File: src/rtl/approx_mul_pkg.sv
// Shared definitions for the approximate-multiplier arbiter.
//
// Contents:
//   OPW / PW   operand and product widths
//   TRUNC_L    truncation column of the approximate core: partial-product bits in
//              columns below TRUNC_L are never generated
//   MAX_IDW    widest tag the result record can carry (NREQ <= 8)
//   op_t       operand bundle (x, y, exact)
//   res_t      result record (z, id)
//   keep_mask  per-row mask of partial-product bits kept by the core
package approx_mul_pkg;

  localparam int unsigned OPW     = 8;
  localparam int unsigned PW      = 16;
  localparam int unsigned TRUNC_L = 6;
  localparam int unsigned MAX_IDW = 3;

  typedef struct packed {
    logic [OPW-1:0] x;
    logic [OPW-1:0] y;
    logic           exact;
  } op_t;

  typedef struct packed {
    logic [PW-1:0]      z;
    logic [MAX_IDW-1:0] id;
  } res_t;

  // Row j of the partial-product array keeps x[i] only where column i+j >= TRUNC_L.
  function automatic logic [OPW-1:0] keep_mask(input int unsigned j);
    logic [OPW-1:0] m;
    for (int unsigned i = 0; i < OPW; i++) begin
      m[i] = ((i + j) >= TRUNC_L);
    end
    return m;
  endfunction

endpackage

File: src/rtl/approx_mul_core.sv
// Combinational unsigned 8x8 truncated (approximate) multiplier, l = 6.
//
// Every partial-product bit x[i]&y[j] with i+j < 6 is dropped; all remaining
// bits are summed exactly, so z <= x*y and z == x*y whenever the operands have
// no set bits that meet in the low six columns.
//
// Ports:
//   x  in  8   multiplicand
//   y  in  8   multiplier
//   z  out 16  approximate product
module approx_mul_core
  import approx_mul_pkg::*;
(
  input  logic [OPW-1:0] x,
  input  logic [OPW-1:0] y,
  output logic [PW-1:0]  z
);

  logic [OPW-1:0] row;

  always_comb begin
    z   = '0;
    row = '0;
    for (int unsigned j = 0; j < OPW; j++) begin
      row = y[j] ? (x & keep_mask(j)) : '0;
      z   = z + (PW'(row) << j);
    end
  end

endmodule

File: src/rtl/rr_arbiter.sv
// Round-robin arbiter with wrap at NREQ (not at 2^IDW).
//
// The grant is purely combinational on the current request vector: the first
// requester at or after ptr (wrapping NREQ-1 -> 0) wins, but only while adv is
// high. On a grant to g the pointer moves to g+1 mod NREQ; otherwise it holds.
//
// Ports:
//   clk      in  1     clock, rising edge
//   rst      in  1     asynchronous active-high reset (ptr -> 0)
//   req      in  NREQ  request vector
//   adv      in  1     downstream can accept an operand this cycle
//   gnt      out NREQ  one-hot grant, zero when nothing is granted
//   gnt_idx  out IDW   index of the granted requester (0 when none)
module rr_arbiter #(
  parameter int unsigned NREQ = 4,
  parameter int unsigned IDW  = 2
) (
  input  logic            clk,
  input  logic            rst,
  input  logic [NREQ-1:0] req,
  input  logic            adv,
  output logic [NREQ-1:0] gnt,
  output logic [IDW-1:0]  gnt_idx
);

  localparam logic [IDW:0]   NreqW = (IDW+1)'(NREQ);
  localparam logic [IDW-1:0] LastIdx = IDW'(NREQ - 1);

  logic [IDW-1:0] ptr_q, ptr_d;
  logic [IDW:0]   cand;
  logic           found;

  // One extra bit on cand so ptr+k never overflows before the mod-NREQ fold.
  always_comb begin
    gnt     = '0;
    gnt_idx = '0;
    found   = 1'b0;
    cand    = '0;
    for (int unsigned k = 0; k < NREQ; k++) begin
      cand = {1'b0, ptr_q} + (IDW+1)'(k);
      if (cand >= NreqW) begin
        cand = cand - NreqW;
      end
      if (adv && !found && req[cand[IDW-1:0]]) begin
        found                 = 1'b1;
        gnt[cand[IDW-1:0]]    = 1'b1;
        gnt_idx               = cand[IDW-1:0];
      end
    end
  end

  always_comb begin
    ptr_d = ptr_q;
    if (found) begin
      ptr_d = (gnt_idx == LastIdx) ? '0 : gnt_idx + 1'b1;
    end
  end

  always_ff @(posedge clk or posedge rst) begin
    if (rst) begin
      ptr_q <= '0;
    end else begin
      ptr_q <= ptr_d;
    end
  end

endmodule

File: src/rtl/approx_mul_arbiter.sv
// Shares one approximate 8x8 multiplier among NREQ requesters.
//
// Round-robin grant, two registered stages (S1 operands, S2 result), tagged
// results with valid/ready backpressure. Grant cycle to res_valid is 2 cycles;
// one result per cycle while res_ready stays high. Reset discards in-flight work.
//
// Build option: define EXACT_BYPASS_EN to honour req_exact. When set, a request
// flagged exact gets the true 16-bit product; otherwise req_exact is ignored,
// the exact bit is not stored and no exact multiplier exists.
//
// Parameters:
//   NREQ  number of requesters (2..8)
//   IDW   tag width, must equal $clog2(NREQ)
//
// Ports:
//   clk        in  1        clock, rising edge
//   rst        in  1        asynchronous active-high reset
//   req_valid  in  NREQ     per-requester operand valid
//   req_ready  out NREQ     per-requester grant (one-hot or zero)
//   req_x      in  NREQ*8   packed multiplicands, requester i at [8i+7:8i]
//   req_y      in  NREQ*8   packed multipliers
//   req_exact  in  NREQ     per-requester exact-mode request
//   res_valid  out 1        result valid
//   res_ready  in  1        result consumer ready
//   res_z      out 16       product
//   res_id     out IDW      requester that issued the result
//   busy       out 1        any pipeline stage occupied
module approx_mul_arbiter
  import approx_mul_pkg::*;
#(
  parameter int unsigned NREQ = 4,
  parameter int unsigned IDW  = 2
) (
  input  logic                clk,
  input  logic                rst,
  input  logic [NREQ-1:0]     req_valid,
  output logic [NREQ-1:0]     req_ready,
  input  logic [NREQ*OPW-1:0] req_x,
  input  logic [NREQ*OPW-1:0] req_y,
  input  logic [NREQ-1:0]     req_exact,
  output logic                res_valid,
  input  logic                res_ready,
  output logic [PW-1:0]       res_z,
  output logic [IDW-1:0]      res_id,
  output logic                busy
);

  // Stall chain: S2 frees when empty or draining; S1 frees when empty or S2 frees.
  logic adv1, adv2;

  logic [NREQ-1:0] gnt;
  logic [IDW-1:0]  gnt_idx;
  logic            gnt_valid;
  op_t             gnt_op;

  logic            v1_q, v1_d;
  logic [OPW-1:0]  s1_x_q, s1_x_d;
  logic [OPW-1:0]  s1_y_q, s1_y_d;
  logic [IDW-1:0]  s1_id_q, s1_id_d;

  res_t            res_q, res_d;
  logic            res_valid_q, res_valid_d;

  logic [PW-1:0]   core_z;
  logic [PW-1:0]   s2_z;

  assign adv2 = !res_valid_q || res_ready;
  assign adv1 = !v1_q || adv2;

  // Gating with rst keeps req_ready low (and ptr frozen) while reset is held.
  rr_arbiter #(
    .NREQ (NREQ),
    .IDW  (IDW)
  ) u_rr_arbiter (
    .clk     (clk),
    .rst     (rst),
    .req     (req_valid),
    .adv     (adv1 && !rst),
    .gnt     (gnt),
    .gnt_idx (gnt_idx)
  );

  assign gnt_valid = |gnt;
  assign req_ready = gnt;

  // One-hot operand mux.
  always_comb begin
    gnt_op = '0;
    for (int unsigned i = 0; i < NREQ; i++) begin
      if (gnt[i]) begin
        gnt_op.x = req_x[i*OPW +: OPW];
        gnt_op.y = req_y[i*OPW +: OPW];
`ifdef EXACT_BYPASS_EN
        gnt_op.exact = req_exact[i];
`endif
      end
    end
  end

  // S1: operand register.
  always_comb begin
    v1_d    = v1_q;
    s1_x_d  = s1_x_q;
    s1_y_d  = s1_y_q;
    s1_id_d = s1_id_q;
    if (adv1) begin
      v1_d = gnt_valid;
      if (gnt_valid) begin
        s1_x_d  = gnt_op.x;
        s1_y_d  = gnt_op.y;
        s1_id_d = gnt_idx;
      end
    end
  end

  always_ff @(posedge clk or posedge rst) begin
    if (rst) begin
      v1_q    <= 1'b0;
      s1_x_q  <= '0;
      s1_y_q  <= '0;
      s1_id_q <= '0;
    end else begin
      v1_q    <= v1_d;
      s1_x_q  <= s1_x_d;
      s1_y_q  <= s1_y_d;
      s1_id_q <= s1_id_d;
    end
  end

  approx_mul_core u_core (
    .x (s1_x_q),
    .y (s1_y_q),
    .z (core_z)
  );

`ifdef EXACT_BYPASS_EN
  // The exact bit rides alongside the tag in S1.
  logic s1_exact_q, s1_exact_d;

  always_comb begin
    s1_exact_d = s1_exact_q;
    if (adv1 && gnt_valid) begin
      s1_exact_d = gnt_op.exact;
    end
  end

  always_ff @(posedge clk or posedge rst) begin
    if (rst) begin
      s1_exact_q <= 1'b0;
    end else begin
      s1_exact_q <= s1_exact_d;
    end
  end

  assign s2_z = s1_exact_q ? (PW'(s1_x_q) * PW'(s1_y_q)) : core_z;
`else
  logic unused_exact;
  assign unused_exact = ^{req_exact, gnt_op.exact};
  assign s2_z         = core_z;
`endif

  // S2: output register; holds while stalled so res_* stay stable.
  always_comb begin
    res_valid_d = res_valid_q;
    res_d       = res_q;
    if (adv2) begin
      res_valid_d = v1_q;
      if (v1_q) begin
        res_d.z             = s2_z;
        res_d.id            = '0;
        res_d.id[IDW-1:0]   = s1_id_q;
      end
    end
  end

  always_ff @(posedge clk or posedge rst) begin
    if (rst) begin
      res_valid_q <= 1'b0;
      res_q       <= '0;
    end else begin
      res_valid_q <= res_valid_d;
      res_q       <= res_d;
    end
  end

  // Upper tag bits of the shared record are zero when IDW < MAX_IDW.
  logic [MAX_IDW-1:0] unused_res_id;
  assign unused_res_id = res_q.id;

  assign res_valid = res_valid_q;
  assign res_z     = res_q.z;
  assign res_id    = res_q.id[IDW-1:0];
  assign busy      = v1_q || res_valid_q;

endmodule
File: config.mk
export PLATFORM = sky130hd
export DESIGN_NAME = approx_mul_arbiter
export DESIGN_NICKNAME = d
export VERILOG_FILES = /design/src/rtl/approx_mul_pkg.sv /design/src/rtl/approx_mul_core.sv /design/src/rtl/rr_arbiter.sv /design/src/rtl/approx_mul_arbiter.sv
export SDC_FILE = /design/constraint.sdc
export NUM_CORES = 1
export LEC_CHECK = 0
export CAP_MARGIN = 20
export CORE_ASPECT_RATIO = 1.5
export CORE_MARGIN = 2
export CORE_UTILIZATION = 45
export CTS_CLUSTER_DIAMETER = 40
export DETAILED_ROUTE_END_ITERATION = 8
export GPL_ROUTABILITY_DRIVEN = 0
export PLACE_DENSITY = 0.72
export SYNTH_ARGS = -nofsm -noshare
export SYNTH_HDL_FRONTEND = slang
export SYNTH_SLANG_ARGS = --single-unit
File: constraint.sdc
create_clock -name clk -period 8.3 [get_ports clk]
set_input_delay 1.66 -clock clk [delete_from_list [all_inputs] [get_ports clk]]
set_output_delay 1.66 -clock clk [all_outputs]
set_load 0.005 [all_outputs]
==> results of run 1 <==
[path summary, 6_finish.rpt]
kind                                   start           end  cells after the start
worst min register to register     res_z[13]     res_z[13]                      2
worst max register to register     s1_x_q[6]     res_z[14]                     22
max in group asynchronous                rst     s1_y_q[1]                      3
worst max-delay path            req_valid[3]  req_ready[1]                      7
min in group asynchronous                rst     async pin                      2
worst min-delay path               res_z[13]     res_z[13]                      2
[layout make-up]
class	instances	area share (%)
clock inverters	1	0.106
repair buffers	91	19.1
inverters	61	4.95
flip-flops and latches	34	18.0
well taps	105	2.78
multi-input cells	289	52.0
clock buffers	7	3.02
[power by group]
part	leakage [nW]	internal, W	switching [W]
clock network	0.0739	0.000119	0.0000679
logic	1.69	0.000436	0.000529
registers	0.436	0.000237	0.0000941
[Yosys cell counts (3+ instances only)]
library cell	instances
a21o_1	4
a21oi_1	12
o21ai_0	28
nor2_1	5
and2_1	23
nand2_1	59
nand3b_1	5
mux4_2	4
ha_1	30
o211ai_1	17
xnor2_1	5
clkbuf_1	11
buf_4	7
dfrtp_1	34
a22oi_1	16
inv_1	60
mux2_2	6
o311ai_0	14
buf_6	3
fa_1	26
xor2_1	5
[routing by layer]
| layer | routed length, um | share of wire, % | vias up |
|---|---|---|---|
| li1 | - | - | 1514 |
| met5 | 0 | 0 | - |
| met1 | 3110 | 37 | 1471 |
| met4 | 190 | 2.2 | 0 |
| met2 | 4870 | 57 | 79 |
| met3 | 342 | 4.0 | 15 |
[worst max-delay path, cell delays in order]
cell             delay, ns
clkdlybuf4s50_1       0.49
mux4_2                0.63
a2111oi_4             0.43
a21boi_4              0.47
nor2_4                0.10
clkinv_4              0.14
clkdlybuf4s50_1       0.52
[cells in the final DEF (no fill, tap or decap), types with 5 or more instances in the layout]
cell type	count
clkbuf_16	5
mux2_2	6
nor2_1	5
and2_1	23
nand2_1	59
ha_1	30
o21ai_0	28
o311ai_0	14
o211ai_1	17
clkdlybuf4s50_1	88
nand3b_1	5
a22oi_1	16
conb_1	6
xnor2_1	5
a21oi_1	12
xor2_1	5
dfrtp_1	34
inv_1	60
fa_1	26
[kinds of logic (layout without fill, tap and decap cells)]
| kind of cell | count (synthesis) | after routing | synth area share [%] |
|---|---|---|---|
| AO/OA/AOI/OAI | 102 | 102 | 20.6 |
| AND/OR/NAND/NOR | 102 | 102 | 13.8 |
| buffers and inverters | 85 | 160 | 10.3 |
| adder cells (fa/ha/maj) | 56 | 56 | 24.4 |
| flip-flops | 34 | 34 | 23.2 |
| multiplexers | 13 | 13 | 5.25 |
| XOR/XNOR | 10 | 10 | 2.39 |
| other | 1 | 6 | 0.102 |
[state kept, by name, indices dropped and copies added (netlist names), named ones only]
signal	cells
v1_q	1
s1_y_q	8
s1_x_q	8
res_z	10
s1_id_q	2
unused_res_id	2
u_rr_arbiter.ptr_q	1
res_valid	1
[metrics by stage]
| step | util, % | instances | setup slack [ns] | cell area [um2] |
|---|---|---|---|---|
| 6_report | 59.4 | 588 | 2.19 | 4730 |
| 5_1_grt | 59.4 | 588 | 2.07 | 4730 |
| 4_1_cts | 59.4 | 588 | 2.18 | 4730 |
| 3_5_place_dp | 57.5 | 580 | 2.18 | 4580 |
| 3_3_place_gp | 57.5 | 580 | 2.21 | 4580 |
| 2_1_floorplan | - | 408 | 3.10 | 3690 |
==> summary.md, run 1 <==
| Metric | Value |
|---|---|
| RSZ-0062 raised after global routing | no |
| Post-synthesis sequential area ratio | a little under a quarter |
| Post-synth top flop | dfrtp_1 |
| Antenna viol nets, final | 0 |
| Syn avg cell area | 9.10 um2 |
| GRT Util Overall | 20.5% |
| Leading area contributor after synthesis | dfrtp_1 |
| Synth top area share | 23.2% |
| Final Hold Viols | 0 |
| Pre-Repair DR Iteration Count | 4 |
| Nets | 613 |
| GRT Max-Usage Layer | met2 |
| Area of the multi-input gates | 0.00246 mm2 |
| Clock Path Buffers | 2 |
| Crit start category | primary input |
| Gate Count Post-Synth | 403 |
| H-tree levels | 2 |
| DRT iter0 DRCs | 131 |
| Setup violators final | 0 |
| M1 GR Usage | between 20% and 30% |
| Synth-to-Final Area Change | 28.9% |
| Die H | 115 um |
| CTS Sinks | 34 |
| Total power | roughly 0.0015 W |
| EDFF count, synth | 0 |
| TritonCTS clock tree | yes |
| Starting density of the core | a little under half |
| Wire length of the first global-routing pass | 14400 um |
| Layout cells sized above 1 | under 10% |
| Core area | just under 0.008 mm2 |
| Pins Over Slew Limit | 0 |
| Site row count | 40 |
| Port buffer count | 88 |
| Met3 Track Usage GR | under 10% |
| # Post-CTS Setup Buffers | 0 |
| Fmax | 0.164 GHz |
| # DRC | 0 |
| Initial antenna violation count | 0 |
| WL final | approximately 8500 um |
| Via count | just over 3000 |
| Synth Warn # | 0 |
| Max transition margin | 31.0% |
| Highest net fanout along the worst path | 18 |
| Detailed Place HPWL | 6930 um |
| Worst hold slack | 0.475 ns |
| Met2 Track Usage GR | 39.9% |
| CTS Buf Count | 5 |
| Ant. Diodes | 0 |
| Asr flop ratio synth | 100% |
| Tmin final | 6.11 ns |
| Remaining global-route overflow | 0 |
| TNS Setup | 0 ns |
| Path type of the worst setup path | in -> out |
| Power density over the cells | 314 mW/mm2 |
| Clock Latency Late Sink | 0.28 ns |
| Die X | 77.7 um |
| Dominant cells by area after synthesis | dfrtp_1 23%, fa_1 14%, ha_1 10% |
| Cell Area, Synth | 0.00367 mm2 |
| Flop2flop setup slack | between 2 and 3 ns |
| Die footprint | 0.00891 mm2 |
| Clk slew on worst S/H paths | 0.05 ns |
| Root Driver | clkbuf_16 |
| Outcome | finished clean |
| Fill cells | roughly 700 |
| Vias in the first global route | 3249 |
| Hold Buf Count CTS | 0 |
| IO Pins | 99 |
| Leakage | 2.20 nW |
| Final Cycle Share | 73.6% |
| Peak supply drop | 0.174 mV |
| Max-cap check violation count | 0 |
| Setup crit end kind | output pin |
| Skew final | approximately 0.0042 ns |
| Largest net degree at the start of global routing | 35 |
| Synth unique cells | 43 |
| Wire per inst | 14.5 um |
| CP required | between 6 and 7 ns |
| Data arrival, critical path | approximately 4.5 ns |
| Hold WC Path Type | reg -> reg |
| Vias/cell | between 5 and 6 |
| Worst-margin pin slew | ~1 ns |
| Register area | approximately 850 um2 |
| Number of synthesized register bits | 34 |
| CTS resizes | 0 |
No activity file was read; power rests on OpenSTA's default activity.
==> run 2: changes to the inputs <==
==> constraint.sdc (replaced) <==
create_clock -name clk -period 6.3 [get_ports clk]
set_input_delay 1.26 -clock clk [delete_from_list [all_inputs] [get_ports clk]]
set_output_delay 1.26 -clock clk [all_outputs]
set_load 0.005 [all_outputs]
==> summary.md, run 2 (synthesis gave the netlist of run 1 again) <==
| Metric | Value |
|---|---|
| Crit-path slowest cell | fa_1 |
| # Post-CTS Setup Buffers | 0 (unchanged) |
| Top cell by count, worst path | fa_1 |
| Vias in the first global route | 3189 (-1.8%) |
| GRT Max-Usage Layer | met2 |
| CTS Sinks | 34 (unchanged) |
| Net Sw Frac | 46.2% (-0.39 points) |
| Power density over the cells | 413 mW/mm2 (+32%) |
| TritonCTS clock tree | yes |
| Ant. Diodes | 0 (unchanged) |
| Fmax | around 0.18 GHz |
| Sequential share of power | 22.3% (about the same) |
| CTS resizes | 0 (unchanged) |
| Largest net degree at the start of global routing | 35 (unchanged) |
| Setup violators final | 0 (unchanged) |
| Root Driver | clkbuf_16 |
| Die X | 77.7 um (unchanged) |
| Pre-Repair DR Iteration Count | 4 (unchanged) |
| Final Hold Viols | 0 (unchanged) |
| CP Buf/Inv Count | 5 (+2) |
| Detailed Place HPWL | 7030 um (+1.4%) |
| H-tree levels | 2 (unchanged) |
| Int Pwr | 0.00106 W (+33%) |
| Highest net fanout along the worst path | 9 (-9) |
| Vias/cell | 5.33 (+1.9%) |
| DRT iter0 DRCs | 143 (+9.2%) |
| Total power | 0.00196 W (+32%) |
| Peak supply drop | 0.194 mV (+11%) |
| Leakage | 2.22 nW (+0.76%) |
| Hold Buf Count CTS | 0 (unchanged) |
| Clock Path Buffers | 2 (unchanged) |
| GRT Util Overall | 20.6% (+0.084 points) |
| Path type of the worst setup path | reg -> reg |
| Max transition margin | 55.0% (+24 points) |
| Starting density of the core | 46.1% (unchanged) |
| Clk slew on worst S/H paths | 0.05 ns (about the same) |
| Wire length of the first global-routing pass | 14400 um (+0.28%) |
| Number of flip-flops in the largest register | 10 (unchanged) |
| Nets | 616 (+0.49%) |
| Die footprint | 0.00891 mm2 (unchanged) |
| Crit-path cells | and2_1 > ha_1 > inv_1 > fa_1 > xor2_1 > fa_1 > inv_1 > fa_1 > inv_1 > fa_1 > inv_1 > fa_1 > inv_1 > ha_1 > fa_1 > a21oi_1 > nor2_1 > nor2_1 > o21bai_1 > a21oi_1 > xor2_1 > o21ai_0 |
| Slowest stage delay, CP | 0.54 ns (-0.09 ns) |
| Met2 Track Usage GR | 40.3% (+0.34 points) |
| Initial antenna violation count | 0 (unchanged) |
| Tmin final | 5.44 ns |
| Outcome | finished clean |
| Commonest non-fill, non-tap cell in the layout | clkdlybuf4s50_1 |
| Clock Latency Late Sink | 0.28 ns (about the same) |
| Final Cycle Share | approximately 86% |
| Max-cap check violation count | 0 (unchanged) |
| Site row count | 40 (unchanged) |
| Most frequent cells in the layout | 88 x clkdlybuf4s50_1, 60 x inv_1, 59 x nand2_1 |
| M1 GR Usage | 21.3% (+0.86 points) |
| Die H | 115 um (unchanged) |
| RSZ-0062 raised after global routing | no |
| Fill cells | 699 (-0.57%) |
| Layout cells sized above 1 | 7.20% (+0.58 points) |
| Core area | 0.00796 mm2 (unchanged) |
| Area of the multi-input gates | 0.00246 mm2 (unchanged) |
| Skew final | 0.00417 ns (-0.0000361 ns) |
| Data arrival, critical path | 5.58 ns (+1.13 ns) |
| CP required | 6.43 ns (-0.21 ns) |
| Via count | 3152 (+2.4%) |
| TNS Setup | 0 ns (unchanged) |
| Synth-to-Final Area Change | 29.6% |
| Antenna viol nets, final | 0 (unchanged) |
| IO Pins | 99 (unchanged) |
| Psw | 0.000908 W (+31%) |
| Worst hold slack | 0.475 ns (+0.000176 ns) |
| WL final | 8590 um (+0.85%) |
| Met3 Track Usage GR | 3.15% (-0.39 points) |
| Wire per inst | 14.5 um (+0.33%) |
| Remaining global-route overflow | 0 (unchanged) |
| Port buffer count | 88 (unchanged) |
| Clk network pwr share | 12.6% (about the same) |
| Setup crit end kind | flip-flop |
| Worst-margin pin slew | 0.675 ns (-0.352 ns) |
| Pins Over Slew Limit | 0 (unchanged) |
| # DRC | 0 (unchanged) |
| Register area | 851 um2 (unchanged) |
| Hold WC Path Type | reg -> reg |
| Crit start category | flip-flop |
| Cell family with most CP delay | adder cells |
| Gate power share | 65.2% (about the same) |
| CTS Buf Count | 5 (unchanged) |
## run 2: area by class of cell
cell class                 count  share of cell area [%]
clock inverter                 1                   0.105
sequential                    34                    17.9
multi-input combinational    289                    51.8
clock buffer                   7                    3.00
timing repair buffer          94                    19.6
tap                          105                    2.76
inverter                      61                    4.92
## run 2: power by group through the flow
stage	Clock [W]	Sequential [W]	Combinational, W
2_1_floorplan	0	0.000381	0.00100
3_3_place_gp	0	0.000437	0.00124
3_5_place_dp	0	0.000441	0.00128
4_1_cts	0.000251	0.000439	0.00129
5_1_grt	0.000260	0.000456	0.00146
6_report	0.000247	0.000438	0.00128
## run 2: layer usage
layer  share of wire (%)  vias up
li1                    -     1520
met3                 5.0       13
met5                   0        -
met1                  35     1518
met4                 2.2        0
met2                  57      101
## run 2: worst register-to-register path, stage by stage, from the launching register on
cell and delay, ns:
dfrtp_1 0.50, and2_1 0.18, ha_1 0.17, inv_1 0.05, fa_1 0.37, xor2_1 0.19
fa_1 0.54, inv_1 0.06, fa_1 0.54, inv_1 0.06, fa_1 0.53, inv_1 0.05
fa_1 0.53, inv_1 0.04, ha_1 0.22, fa_1 0.41, a21oi_1 0.16, nor2_1 0.05
nor2_1 0.16, o21bai_1 0.09, a21oi_1 0.17, xor2_1 0.14, o21ai_0 0.08
## run 2: path summary, 6_finish.rpt
| path | from | endpoint | slack [ns] | cells past startpoint |
|---|---|---|---|---|
| min reg2reg | res_z[11] | res_z[11] | 0.47 | 2 |
| max | s1_x_q[6] | res_z[14] | 0.86 | 22 |
| max reg2reg | s1_x_q[6] | res_z[14] | 0.86 | 22 |
| max in group asynchronous | rst | s1_x_q[0] | 4.42 | 3 |
| min | res_z[11] | res_z[11] | 0.47 | 2 |
| min in group asynchronous | rst | async pin | 1.26 | 2 |
## run 2: stage by stage
step / setup WS, ns / instance area (um2) / utilization [%] / std cells
floorplan: 1.10 / 3690 / - / 408
CTS: 0.797 / 4740 / 59.6 / 590
finish: 0.856 / 4750 / 59.7 / 591
detailed placement: 0.796 / 4590 / 57.7 / 582
global route: 0.561 / 4750 / 59.7 / 591
global placement: 0.911 / 4590 / 57.7 / 582
==> run 3: changes to the inputs <==
--- a/config.mk
+++ b/config.mk
@@ -12,6 +12,7 @@
 export CTS_CLUSTER_DIAMETER = 40
 export DETAILED_ROUTE_END_ITERATION = 8
 export GPL_ROUTABILITY_DRIVEN = 0
+export GPL_TIMING_DRIVEN = 0
 export PLACE_DENSITY = 0.72
 export SYNTH_ARGS = -nofsm -noshare
 export SYNTH_HDL_FRONTEND = slang
==> summary.md, run 3 (synthesis gave the netlist of run 1 again) <==
| Metric | Value |
|---|---|
| Power density over the cells | 413 mW/mm2 (-0.11%) |
| Port buffer count | 88 (unchanged) |
| # DRC | 0 (unchanged) |
| Wire per inst | 14.3 um (-1.5%) |
| Wire length of the first global-routing pass | 14700 um (+1.8%) |
| Starting density of the core | 46.1% (unchanged) |
| Crit path from | s1_x_q[6] |
| Fmax | 0.178 GHz (-2.9%) |
| WP depth | 23 (+4.5%) |
| TritonCTS clock tree | yes |
| Crit-path slowest cell | fa_1 |
| Die footprint | 0.00891 mm2 (unchanged) |
| Setup crit end kind | flip-flop |
| Worst-margin pin slew | 0.717 ns (+0.0414 ns) |
| Initial antenna violation count | 0 (unchanged) |
| Top cell by count, worst path | fa_1 |
| Crit-path cells | clkbuf_1 > and2_1 > ha_1 > inv_1 > fa_1 > xor2_1 > fa_1 > inv_1 > fa_1 > inv_1 > fa_1 > inv_1 > fa_1 > inv_1 > ha_1 > fa_1 > a21oi_1 > nor2_1 > nor2_1 > o21bai_1 > a21oi_1 > xor2_1 > o21ai_0 |
| Tmin final | 5.60 ns (+0.161 ns) |
| Skew final | 0.00293 ns (-0.00124 ns) |
| Reg2Reg Launch Point | s1_x_q[6] |
| Max transition margin | 52.2% (-2.8 points) |
| Worst Min Path Start | res_z[11] |
| Hold Buf Count CTS | 0 (unchanged) |
| Cell family with most CP delay | adder cells |
| Data arrival, critical path | 5.74 ns (+0.16 ns) |
| Clk slew on worst S/H paths | 0.05 ns (about the same) |
| Ant. Diodes | 0 (unchanged) |
| Site row count | 40 (unchanged) |
| Flop2flop setup slack | 0.70 ns (-0.16 ns) |
| Top sig layer | met4 |
| CP required | 6.44 ns (about the same) |
| CP Buf/Inv Count | 6 (+1) |
| FF-to-FF path depth | 23 (+4.5%) |
| Root Driver | clkbuf_16 |
| Peak supply drop | 0.211 mV (+8.8%) |
| DRT iter0 DRCs | 128 (-10%) |
| Hold Crit Depth | 2 (unchanged) |
| Nets | 635 (+3.1%) |
| RSZ-0062 raised after global routing | no |
| Antenna viol nets, final | 0 (unchanged) |
| Total power | 0.00201 W (+2.3%) |
| Highest net fanout along the worst path | 9 (unchanged) |
| Remaining global-route overflow | 0 (unchanged) |
| Vias in the first global route | 3326 (+4.3%) |
| Vias/cell | 5.22 (-2.2%) |
| Die X | 77.7 um (unchanged) |
| Synth-to-Final Area Change | 32.6% |
| Path type of the worst setup path | reg -> reg |
| Final Hold Viols | 0 (unchanged) |
| H-tree levels | 2 (unchanged) |
| Layout cells sized above 1 | 8.35% (+1.1 points) |
| Met3 wire length | 308 um (-28%) |
| Largest net degree at the start of global routing | 20 (-43%) |
| Leakage | 2.28 nW (+2.6%) |
| Detailed Place HPWL | 7350 um (+4.6%) |
| CTS Sinks | 34 (unchanged) |
| GRT Util Overall | 21.0% (+0.41 points) |
| Die H | 115 um (unchanged) |
| Crit start category | flip-flop |
| Most frequent cells in the layout | 88 x clkdlybuf4s50_1, 60 x inv_1, 59 x nand2_1 |
| Outcome | finished clean |
| Met2 Wirelength | 4860 um (-1.3%) |
| TNS Setup | 0 ns (unchanged) |
| Commonest non-fill, non-tap cell in the layout | clkdlybuf4s50_1 |
| Core area | 0.00796 mm2 (unchanged) |
| Clock Latency Late Sink | 0.28 ns (about the same) |
| Pre-Repair DR Iteration Count | 4 (unchanged) |
| IO Pins | 99 (unchanged) |
| Number of flip-flops in the largest register | 10 (unchanged) |
| Final Cycle Share | 89.0% (+2.6 points) |
| CTS Buf Count | 5 (unchanged) |
| Max-cap check violation count | 0 (unchanged) |
| Via count | 3172 (+0.63%) |
| WL final | 8700 um (+1.3%) |
| CTS resizes | 0 (unchanged) |
| Met1 wire length | 3190 um (+4.5%) |
| Slowest stage delay, CP | 0.55 ns (about the same) |
| Setup violators final | 0 (unchanged) |
| # Post-CTS Setup Buffers | 0 (unchanged) |
| Hold WC Path Type | reg -> reg |
| Pins Over Slew Limit | 0 (unchanged) |
| Clock Path Buffers | 2 (unchanged) |
[run 3: cell count changes in the layout (fill, tap and decap cells not counted)]
cell      previous run  this run
buf_16               0         1
buf_2                0         2
buf_4                5         7
buf_6                1         3
clkbuf_1             1        11
clkbuf_2             0         1
clkinv_2             1         0
[run 3: layer usage]
metal	up-vias	track usage (%)
met5	-	0
met4	0	11.8
met3	23	3.08
met2	86	40.3
met1	1505	21.1
li1	1558	-
[run 3: path summary, 6_finish.rpt]
kind                               endpoint
setup / recovery                  res_z[14]
hold / removal                    res_z[11]
setup reg to reg                  res_z[14]
hold reg to reg                   res_z[11]
max in group asynchronous         s1_x_q[7]
min in group asynchronous  unused_res_id[1]
[run 3: tightest hold or removal path: cells and delay by family (launching register included)]
kind            cells  cell delay, ns
simple gates        1            0.04
compound gates      1            0.06
flops               1            0.34
[run 3: cell type report]
type | instances | area (um2)
plain buffers | 24 | 143
clock buffers | 6 | 139
fillers | 673 | 3090
inverters | 61 | 234
multi-input cells | 289 | 2460
flip-flops and latches | 34 | 851
well taps | 105 | 131
repair buffers | 89 | 908
[run 3: power by group]
part	switching (W)	internal (W)	leakage (nW)
Clock	0.0000816	0.000152	0.0688
Combinational	0.000744	0.000622	1.77
Sequential	0.0000959	0.000313	0.436
Total	0.000922	0.00109	2.28
[run 3: metrics by stage]
| stage | setup WS, ns | hold slack [ns] | utilization (%) | std cells | cell area [um2] |
|---|---|---|---|---|---|
| floorplan | 1.10 | 0.446 | - | 408 | 3690 |
| detailed placement | 0.644 | 0.470 | 59.4 | 602 | 4730 |
| finish | 0.695 | 0.474 | 61.1 | 608 | 4870 |
| global placement | 0.759 | 0.460 | 59.1 | 601 | 4700 |
| CTS | 0.638 | 0.481 | 61.1 | 608 | 4870 |
| global route | 0.368 | 0.512 | 61.1 | 608 | 4870 |
